$ cat config.mk
export PLATFORM = sky130hd
export DESIGN_NAME = store_data_queue_flat
export DESIGN_NICKNAME = d
export VERILOG_FILES = /design/src/rtl/store_data_queue_pkg.sv /design/src/rtl/store_data_queue_if.sv /design/src/rtl/store_data_queue_byte_align.sv /design/src/rtl/store_data_queue.sv /design/src/flat_wrapper.sv
export SDC_FILE = /design/constraint.sdc
export NUM_CORES = 2
export LEC_CHECK = 0
export CORE_AREA = 3 3 247 249
export DETAILED_ROUTE_END_ITERATION = 8
export DIE_AREA = 0 0 250 252
export GPL_TIMING_DRIVEN = 0
export PLACE_DENSITY = 0.68
export SETUP_SLACK_MARGIN = 0.5
export SYNTH_ARGS = -nofsm -noshare
export SYNTH_HDL_FRONTEND = slang
export SYNTH_HIERARCHICAL = 1
export SYNTH_SLANG_ARGS = --single-unit
$ cat constraint.sdc
create_clock -name clk -period 3.55 [get_ports clk]
set_input_delay 0.8875 -clock clk [delete_from_list [all_inputs] [get_ports clk]]
set_output_delay 0.8875 -clock clk [all_outputs]
set_load 0.01 [all_outputs]
$ cat src/rtl/store_data_queue_pkg.sv
// Shared definitions for the store data queue and the load queue.
//   SDQ_ENTRIES  : number of queue entries (power of two, >= 2)
//   IDX_W        : entry index width; markers are IDX_W+1 bits wide
//   mem_size_e   : access size encoding (2'b11 is treated as a word)
//   sdq_entry_t  : one in-flight store
//   marker_older : wrap-aware "a is older than b" for queue markers
package store_data_queue_pkg;

    localparam int SDQ_ENTRIES = 8;
    localparam int IDX_W       = $clog2(SDQ_ENTRIES);

    typedef enum logic [1:0] {
        BYTE = 2'b00,
        HALF = 2'b01,
        WORD = 2'b10
    } mem_size_e;

    typedef struct packed {
        logic        valid;
        logic        committed;
        logic        addr_valid;
        logic        data_valid;
        logic [31:0] addr;
        logic [1:0]  size;
        logic [31:0] data;
    } sdq_entry_t;

    // Same wrap bit: plain index order. Different wrap bits: the pointer
    // that has not wrapped yet sits at the higher index and is older.
    function automatic logic marker_older(input logic [IDX_W:0] a,
                                          input logic [IDX_W:0] b);
        if (a[IDX_W] == b[IDX_W]) begin
            return a[IDX_W-1:0] < b[IDX_W-1:0];
        end
        return a[IDX_W-1:0] > b[IDX_W-1:0];
    endfunction

endpackage

$ cat src/rtl/store_data_queue_if.sv
// Bus between the LSU and the store data queue.
//   dispatch : disp_vld -> disp_sdq_marker, disp_full
//   execute  : exec_addr_vld/idx/addr/size, exec_data_vld/idx/data
//   retire   : commit_vld
//   drain    : mem_req_vld/addr/data/be -> mem_req_rdy
//   ordering : sdq_head_marker
// The slave modport is the queue itself; master is the LSU/memory side.
interface store_data_queue_if;

    logic                                disp_vld;
    logic [store_data_queue_pkg::IDX_W:0] disp_sdq_marker;
    logic                                disp_full;
    logic                                exec_addr_vld;
    logic [store_data_queue_pkg::IDX_W-1:0] exec_addr_idx;
    logic [31:0]                         exec_addr;
    logic [1:0]                          exec_size;
    logic                                exec_data_vld;
    logic [store_data_queue_pkg::IDX_W-1:0] exec_data_idx;
    logic [31:0]                         exec_data;
    logic                                commit_vld;
    logic                                mem_req_vld;
    logic [31:0]                         mem_req_addr;
    logic [31:0]                         mem_req_data;
    logic [3:0]                          mem_req_be;
    logic                                mem_req_rdy;
    logic [store_data_queue_pkg::IDX_W:0] sdq_head_marker;

    modport master (
        output disp_vld, exec_addr_vld, exec_addr_idx, exec_addr, exec_size,
               exec_data_vld, exec_data_idx, exec_data, commit_vld, mem_req_rdy,
        input  disp_sdq_marker, disp_full, mem_req_vld, mem_req_addr,
               mem_req_data, mem_req_be, sdq_head_marker
    );

    modport slave (
        input  disp_vld, exec_addr_vld, exec_addr_idx, exec_addr, exec_size,
               exec_data_vld, exec_data_idx, exec_data, commit_vld, mem_req_rdy,
        output disp_sdq_marker, disp_full, mem_req_vld, mem_req_addr,
               mem_req_data, mem_req_be, sdq_head_marker
    );

endinterface

$ cat src/rtl/store_data_queue_byte_align.sv
// Combinational byte-lane placement for a naturally aligned store.
//   addr_lo   : address bits [1:0]
//   size      : access size (mem_size_e encoding, 2'b11 behaves as word)
//   data      : right-justified store data
//   be        : byte enables
//   lane_data : data shifted into its byte lanes, unused lanes zero
module store_byte_align
    import store_data_queue_pkg::*;
(
    input  logic [1:0]  addr_lo,
    input  logic [1:0]  size,
    input  logic [31:0] data,
    output logic [3:0]  be,
    output logic [31:0] lane_data
);

    // Word (and the unused 2'b11 code) pass straight through.
    always_comb begin
        be        = 4'b1111;
        lane_data = data;
        case (size)
            BYTE: begin
                be        = 4'b0001 << addr_lo;
                lane_data = {24'h0, data[7:0]} << {addr_lo, 3'b000};
            end
            HALF: begin
                be        = 4'b0011 << {addr_lo[1], 1'b0};
                lane_data = {16'h0, data[15:0]} << {addr_lo[1], 4'b0000};
            end
            default: begin
                be        = 4'b1111;
                lane_data = data;
            end
        endcase
    end

endmodule

$ cat src/rtl/store_data_queue.sv
// Circular, program-ordered store data queue.
//   clk   : clock, all state updates on the rising edge
//   rst_n : asynchronous active-low reset
//   sdq   : LSU bus (dispatch, execute writes, commit, memory drain,
//           head marker)
// head = oldest live entry, cmt = oldest uncommitted, tail = next free.
// All pointers carry a wrap bit so full and empty are distinguishable.
module store_data_queue
    import store_data_queue_pkg::*;
(
    input  logic            clk,
    input  logic            rst_n,
    store_data_queue_if.slave sdq
);

    sdq_entry_t     entries [SDQ_ENTRIES];
    sdq_entry_t     head_entry;
    logic [IDX_W:0] head;
    logic [IDX_W:0] cmt;
    logic [IDX_W:0] tail;
    logic           full;
    logic           alloc;
    logic           commit_ok;
    logic           head_ready;
    logic           drain;
    logic [3:0]     head_be;
    logic [31:0]    head_lane_data;

    // Full uses registered pointers only, so a same-cycle drain never
    // opens a slot for dispatch.
    assign full       = (head[IDX_W-1:0] == tail[IDX_W-1:0]) &&
                        (head[IDX_W] != tail[IDX_W]);
    assign alloc      = sdq.disp_vld && !full;
    assign commit_ok  = sdq.commit_vld && (cmt != tail);
    assign head_entry = entries[head[IDX_W-1:0]];
    assign head_ready = head_entry.valid && head_entry.committed &&
                        head_entry.addr_valid && head_entry.data_valid;
    assign drain      = head_ready && sdq.mem_req_rdy;

    store_byte_align u_align (
        .addr_lo   (head_entry.addr[1:0]),
        .size      (head_entry.size),
        .data      (head_entry.data),
        .be        (head_be),
        .lane_data (head_lane_data)
    );

    // Request fields are zeroed when idle so reset and empty look alike.
    assign sdq.disp_full       = full;
    assign sdq.disp_sdq_marker = full ? '0 : tail;
    assign sdq.mem_req_vld     = head_ready;
    assign sdq.mem_req_addr    = head_ready ? {head_entry.addr[31:2], 2'b00} : 32'h0;
    assign sdq.mem_req_data    = head_ready ? head_lane_data : 32'h0;
    assign sdq.mem_req_be      = head_ready ? head_be : 4'h0;
    assign sdq.sdq_head_marker = head;

    // Pointer advance: each pointer moves at most one step per cycle.
    always_ff @(posedge clk or negedge rst_n) begin
        if (!rst_n) begin
            head <= '0;
            cmt  <= '0;
            tail <= '0;
        end else begin
            if (alloc) begin
                tail <= tail + 1'b1;
            end
            if (commit_ok) begin
                cmt <= cmt + 1'b1;
            end
            if (drain) begin
                head <= head + 1'b1;
            end
        end
    end

    // Entry updates. Exec writes to free entries are dropped. Allocation
    // is applied last; its slot is free (not full), so the other updates
    // never target it with a live entry.
    always_ff @(posedge clk or negedge rst_n) begin
        if (!rst_n) begin
            for (int i = 0; i < SDQ_ENTRIES; i++) begin
                entries[i] <= '0;
            end
        end else begin
            if (sdq.exec_addr_vld && entries[sdq.exec_addr_idx].valid) begin
                entries[sdq.exec_addr_idx].addr       <= sdq.exec_addr;
                entries[sdq.exec_addr_idx].size       <= sdq.exec_size;
                entries[sdq.exec_addr_idx].addr_valid <= 1'b1;
            end
            if (sdq.exec_data_vld && entries[sdq.exec_data_idx].valid) begin
                entries[sdq.exec_data_idx].data       <= sdq.exec_data;
                entries[sdq.exec_data_idx].data_valid <= 1'b1;
            end
            if (commit_ok) begin
                entries[cmt[IDX_W-1:0]].committed <= 1'b1;
            end
            if (drain) begin
                entries[head[IDX_W-1:0]].valid <= 1'b0;
            end
            if (alloc) begin
                entries[tail[IDX_W-1:0]]       <= '0;
                entries[tail[IDX_W-1:0]].valid <= 1'b1;
            end
        end
    end

endmodule

$ cat src/flat_wrapper.sv
// flat-port wrapper written by rule: the top's interface ports become plain ports
module store_data_queue_flat import store_data_queue_pkg::*;
  (clk, rst_n, sdq_disp_vld, sdq_exec_addr_vld, sdq_exec_addr_idx, sdq_exec_addr, sdq_exec_size, sdq_exec_data_vld, sdq_exec_data_idx, sdq_exec_data, sdq_commit_vld, sdq_mem_req_rdy, sdq_disp_sdq_marker, sdq_disp_full, sdq_mem_req_vld, sdq_mem_req_addr, sdq_mem_req_data, sdq_mem_req_be, sdq_sdq_head_marker);
  store_data_queue_if sdq_i ();
  input  logic clk;
  input  logic rst_n;
  input wire logic [$bits(sdq_i.disp_vld)-1:0] sdq_disp_vld;
  input wire logic [$bits(sdq_i.exec_addr_vld)-1:0] sdq_exec_addr_vld;
  input wire logic [$bits(sdq_i.exec_addr_idx)-1:0] sdq_exec_addr_idx;
  input wire logic [$bits(sdq_i.exec_addr)-1:0] sdq_exec_addr;
  input wire logic [$bits(sdq_i.exec_size)-1:0] sdq_exec_size;
  input wire logic [$bits(sdq_i.exec_data_vld)-1:0] sdq_exec_data_vld;
  input wire logic [$bits(sdq_i.exec_data_idx)-1:0] sdq_exec_data_idx;
  input wire logic [$bits(sdq_i.exec_data)-1:0] sdq_exec_data;
  input wire logic [$bits(sdq_i.commit_vld)-1:0] sdq_commit_vld;
  input wire logic [$bits(sdq_i.mem_req_rdy)-1:0] sdq_mem_req_rdy;
  output wire logic [$bits(sdq_i.disp_sdq_marker)-1:0] sdq_disp_sdq_marker;
  output wire logic [$bits(sdq_i.disp_full)-1:0] sdq_disp_full;
  output wire logic [$bits(sdq_i.mem_req_vld)-1:0] sdq_mem_req_vld;
  output wire logic [$bits(sdq_i.mem_req_addr)-1:0] sdq_mem_req_addr;
  output wire logic [$bits(sdq_i.mem_req_data)-1:0] sdq_mem_req_data;
  output wire logic [$bits(sdq_i.mem_req_be)-1:0] sdq_mem_req_be;
  output wire logic [$bits(sdq_i.sdq_head_marker)-1:0] sdq_sdq_head_marker;
  assign sdq_i.disp_vld = sdq_disp_vld;
  assign sdq_i.exec_addr_vld = sdq_exec_addr_vld;
  assign sdq_i.exec_addr_idx = sdq_exec_addr_idx;
  assign sdq_i.exec_addr = sdq_exec_addr;
  assign sdq_i.exec_size = sdq_exec_size;
  assign sdq_i.exec_data_vld = sdq_exec_data_vld;
  assign sdq_i.exec_data_idx = sdq_exec_data_idx;
  assign sdq_i.exec_data = sdq_exec_data;
  assign sdq_i.commit_vld = sdq_commit_vld;
  assign sdq_i.mem_req_rdy = sdq_mem_req_rdy;
  assign sdq_disp_sdq_marker = sdq_i.disp_sdq_marker;
  assign sdq_disp_full = sdq_i.disp_full;
  assign sdq_mem_req_vld = sdq_i.mem_req_vld;
  assign sdq_mem_req_addr = sdq_i.mem_req_addr;
  assign sdq_mem_req_data = sdq_i.mem_req_data;
  assign sdq_mem_req_be = sdq_i.mem_req_be;
  assign sdq_sdq_head_marker = sdq_i.sdq_head_marker;
  store_data_queue u_core (.clk(clk), .rst_n(rst_n), .sdq(sdq_i));
endmodule
==> flow_metrics.py <==
metrics = {
    "status": {
        "outcome": "complete, but fails checks",
        "violations": "setup timing",
    },
    "floorplan": {
        "core_um2": 58900,
        "die_y_um": 252,
        "floorplan.initialDensity": 0.480,
        "num_rows": 89,
        "die_x_um": 250,
        "die_area_um2": 63000,
        "io_pins": 157,
    },
    "cts": {
        "cts_buffer_depth": 3,
        "cts_hold_buf": 0,
        "cts.sink_count": 572,
        "path_clk_slew_ns": 0.06,
        "cts_tree": "done",
        "clock_latency_ns": 0.65,
        "htreeDepth": 2,
        "cts_made_buffers": 60,
        "root_buffer": "clkbuf_16",
    },
    "global_routing": {
        "grt_pass1_wl_mm": 162,
        "met3_usage": 0.0970,
        "grt_pass1_vias": 25000,
        "use_met2": 0.539,
        "grt_max_degree": 131,
        "grt_remaining_overflow": 0,
        "use_met1": 0.428,
        "antenna_found_initial": 8,
        "top_usage_layer": "met2",
        "grt_usage": 0.348,
    },
    "synth": {
        "yosys-top-cells-area": "dfrtp_1 (51%), nand2_1 (13%), mux4_2 (11%)",
        "synth_top_cell_by_area": "dfrtp_1",
        "async_flop_share": 1.00,
        "yosysUniqueCellTypes": 57,
        "synth_adder_area_share": 0.00133,
        "synth_ff_type": "dfrtp_1",
        "synth_compound_area_frac": 0.101,
        "ys_ff_latch": 572,
        "synth_top_area_share": 0.507,
        "synth_warnings": 6,
        "synthSimpleGateAreaFrac": 0.178,
        "synthXorXnorAreaFrac": 0.00496,
        "synth_edf_count": 0,
        "syn_avg_cell_area_um2": 9.58,
        "ys_seq_area_frac": 0.507,
        "netlist_instances": 2948,
        "synth.area.mux_share": 0.158,
        "syn_area_um2": 28300,
        "synth_top_family_by_area": "simple AND/OR/NAND/NOR gates",
    },
    "sta": {
        "hold_ws_ns": 0.276,
        "min_period_ns": 4.28,
        "maxSlewHeadroom": 0.271,
        "rsz0062_at_grt": "yes",
        "max_freq_mhz": 234,
        "fin_skew_ns": 0.0267,
        "tightest_slew_ns": 1.09,
        "timing.final.ws_setup_ns": -0.729,
        "hold_viol": 0,
        "drv_slew": 0,
        "setup_tns_ns": -39.81,
        "setup_violations": 72,
        "period_share": 1.21,
    },
    "drt": {
        "wl_per_cell_um": 28.0,
        "routed_wl_mm": 112,
        "drtIter0Drc": 3644,
        "drtPass1Iterations": 6,
        "viasPerCell": 6.27,
        "detail-route-antenna-nets": 0,
        "vias": 25000,
        "drc": 0,
    },
    "finish": {
        "fin_util": 0.576,
        "ff_latch_area_um2": 14300,
        "syn2layout_area_growth_pct": 20.1,
        "post_route_cells_drive_above_1_share": 0.216,
        "multiInputGateArea_um2": 13000,
        "fill_cells": 4860,
        "nNetsFinal": 3254,
    },
    "setup_path": {
        "crit_buf_inv": 9,
        "cp_top_family": "buffers and inverters",
        "cp_data_arrival_time_ns": 3.39,
        "path_class": "reg2out",
        "cp-start-kind": "flip-flop",
        "worst_path_max_delay_cell": "dfrtp_2",
        "crit_fanout": 6,
        "crit_path_end_kind": "primary output",
        "cp.required_ns": 2.66,
        "crit_top_cell": "buf_6",
        "cpPeakStageDelay_ns": 0.41,
        "cp_cell_sequence": "buf_8 -> buf_12 -> buf_16 -> buf_16 -> buf_12 -> mux4_2 -> mux2_4 -> nor3b_4 -> buf_2 -> buf_6 -> buf_6 -> nand3_2 -> nand2_1 -> and2_4 -> buf_6",
    },
    "job": {
        "drv_cap": 0,
    },
    "power_and_ir_drop": {
        "p_switching_uw": 13100,
        "p_sw_frac": 0.392,
        "intPower_uw": 20400,
        "p_leak_uw": 0.0149,
        "p_total_uw": 33500,
        "p_per_area_nw_per_um2": 987,
        "p_seq_frac": 0.335,
        "ir_drop_mv": 0.977,
        "clkPwrFrac": 0.190,
        "power_frac_comb": 0.475,
    },
    "placed_design": {
        "dp.final_hpwl_mm": 74.8,
        "post-place-ws_ns": -1.19,
        "gp_congestion": 0.944,
        "port_buffers": 87,
    },
    "worst_hold_path": {
        "min_path_type": "in2async",
    },
}
==> power groups by stage <==
stage          Clock, uW  Combinational (uW)  Sequential (uW)
2_1_floorplan          0                8480            10600
3_3_place_gp           0               12300            11100
3_5_place_dp           0               12600            11200
4_1_cts             6420               14600            11100
5_1_grt             6680               16800            11500
6_report            6380               15900            11200
==> logic make-up (layout without fill, tap and decap cells) <==
group,count (synthesis),count (layout)
buffers and inverters,300,569
XOR/XNOR,16,16
AO/OA/AOI/OAI,533,534
flip-flops,572,572
adder cells (fa/ha/maj),3,3
multiplexers,273,273
other,1,4
AND/OR/NAND/NOR,1250,1250
==> path summary, 6_finish.rpt <==
path                                                            from                       endpoint  slack [ns]  depth (start not counted)
hold reg to reg                         u_core/entries[66]$_DFF_PN0_   u_core/entries[66]$_DFF_PN0_        0.50                          2
setup / recovery           u_core/sdq.sdq_head_marker[0]$_DFFE_PN0N_           sdq_mem_req_data[25]       -0.73                         15
setup reg to reg                          u_core/tail[1]$_DFFE_PN0N_  u_core/entries[237]$_DFF_PN0_        0.65                          6
min in group clk                        u_core/entries[66]$_DFF_PN0_   u_core/entries[66]$_DFF_PN0_        0.50                          2
hold / removal                                                 rst_n     u_core/tail[2]$_DFFE_PN0N_        0.28                          1
max in group asynchronous                                      rst_n  u_core/entries[254]$_DFF_PN0_        2.14                          2
==> repair_timing <==
action,4_1_cts,5_1_grt
endpoints found under the setup margin,162,270
gates cloned,4,1
buffers inserted,52,13
pin swaps,27,30
resized for setup,501,184
==> through the flow <==
stage / area [um^2] / std cells
2_1_floorplan: 28400 / 2949
3_3_place_gp: 30200 / 3809
3_5_place_dp: 30300 / 3813
4_1_cts: 33300 / 3978
5_1_grt: 33900 / 3992
6_report: 33900 / 3994
==> Yosys cell counts, drive strengths merged (2+ instances only) <==
cell / number
nand2: 959
dfrtp: 572
a21oi: 471
nor2: 159
clkbuf: 152
buf: 136
mux4: 134
mux2i: 101
and2: 49
mux2: 38
nand3: 28
nor2b: 13
nor3: 13
o21ai: 13
inv: 11
a22oi: 10
xor2: 9
a22o: 8
a31oi: 7
xnor2: 7
and3: 5
nand2b: 5
o21bai: 5
or3: 5
a21boi: 4
a211oi: 3
ha: 3
nand3b: 3
nor4: 3
o41ai: 3
nand4: 2
o2111ai: 2
o211ai: 2
or2: 2
==> area by class of cell <==
class                   count  area share
diodes                      2    0.000147
repair inverters            1    0.000258
clock inverters            19     0.00549
multi-input cells        2078       0.383
plain buffers             288      0.0540
flip-flops and latches    572       0.422
well taps                 773      0.0285
inverters                  12     0.00188
clock buffers              90      0.0535
repair buffers            159      0.0512
==> cells in the final DEF, fill, tap and decap left out, types with 10 or more instances in the layout <==
master and n:
mux2i_1 99, clkbuf_1 124, clkbuf_2 35, buf_8 12
nor2_1 127, buf_6 86, a21oi_1 471, and2_4 32
nand2_1 954, clkinv_2 13, buf_4 76, dfrtp_1 570
clkbuf_8 19, mux2_2 34, buf_12 16, buf_16 10
nor2_4 29, buf_2 69, mux4_2 134, nand3_1 22
clkdlybuf4s50_1 14, clkbuf_16 63, and2_1 17, nor2b_1 11
==> routing by layer <==
layer  wire (um)  part of all wire
met3       13400              0.12
met4        8980             0.080
met1       39000              0.35
met5          53           0.00047
met2       50200              0.45
==> sequential cells by signal, indices dropped and copies added (netlist names) <==
signal and cells:
u_core/cmt 4, u_core/entries 560, u_core/sdq.sdq_head_marker 4, u_core/tail 4
Power figures use the tool's default switching activity.
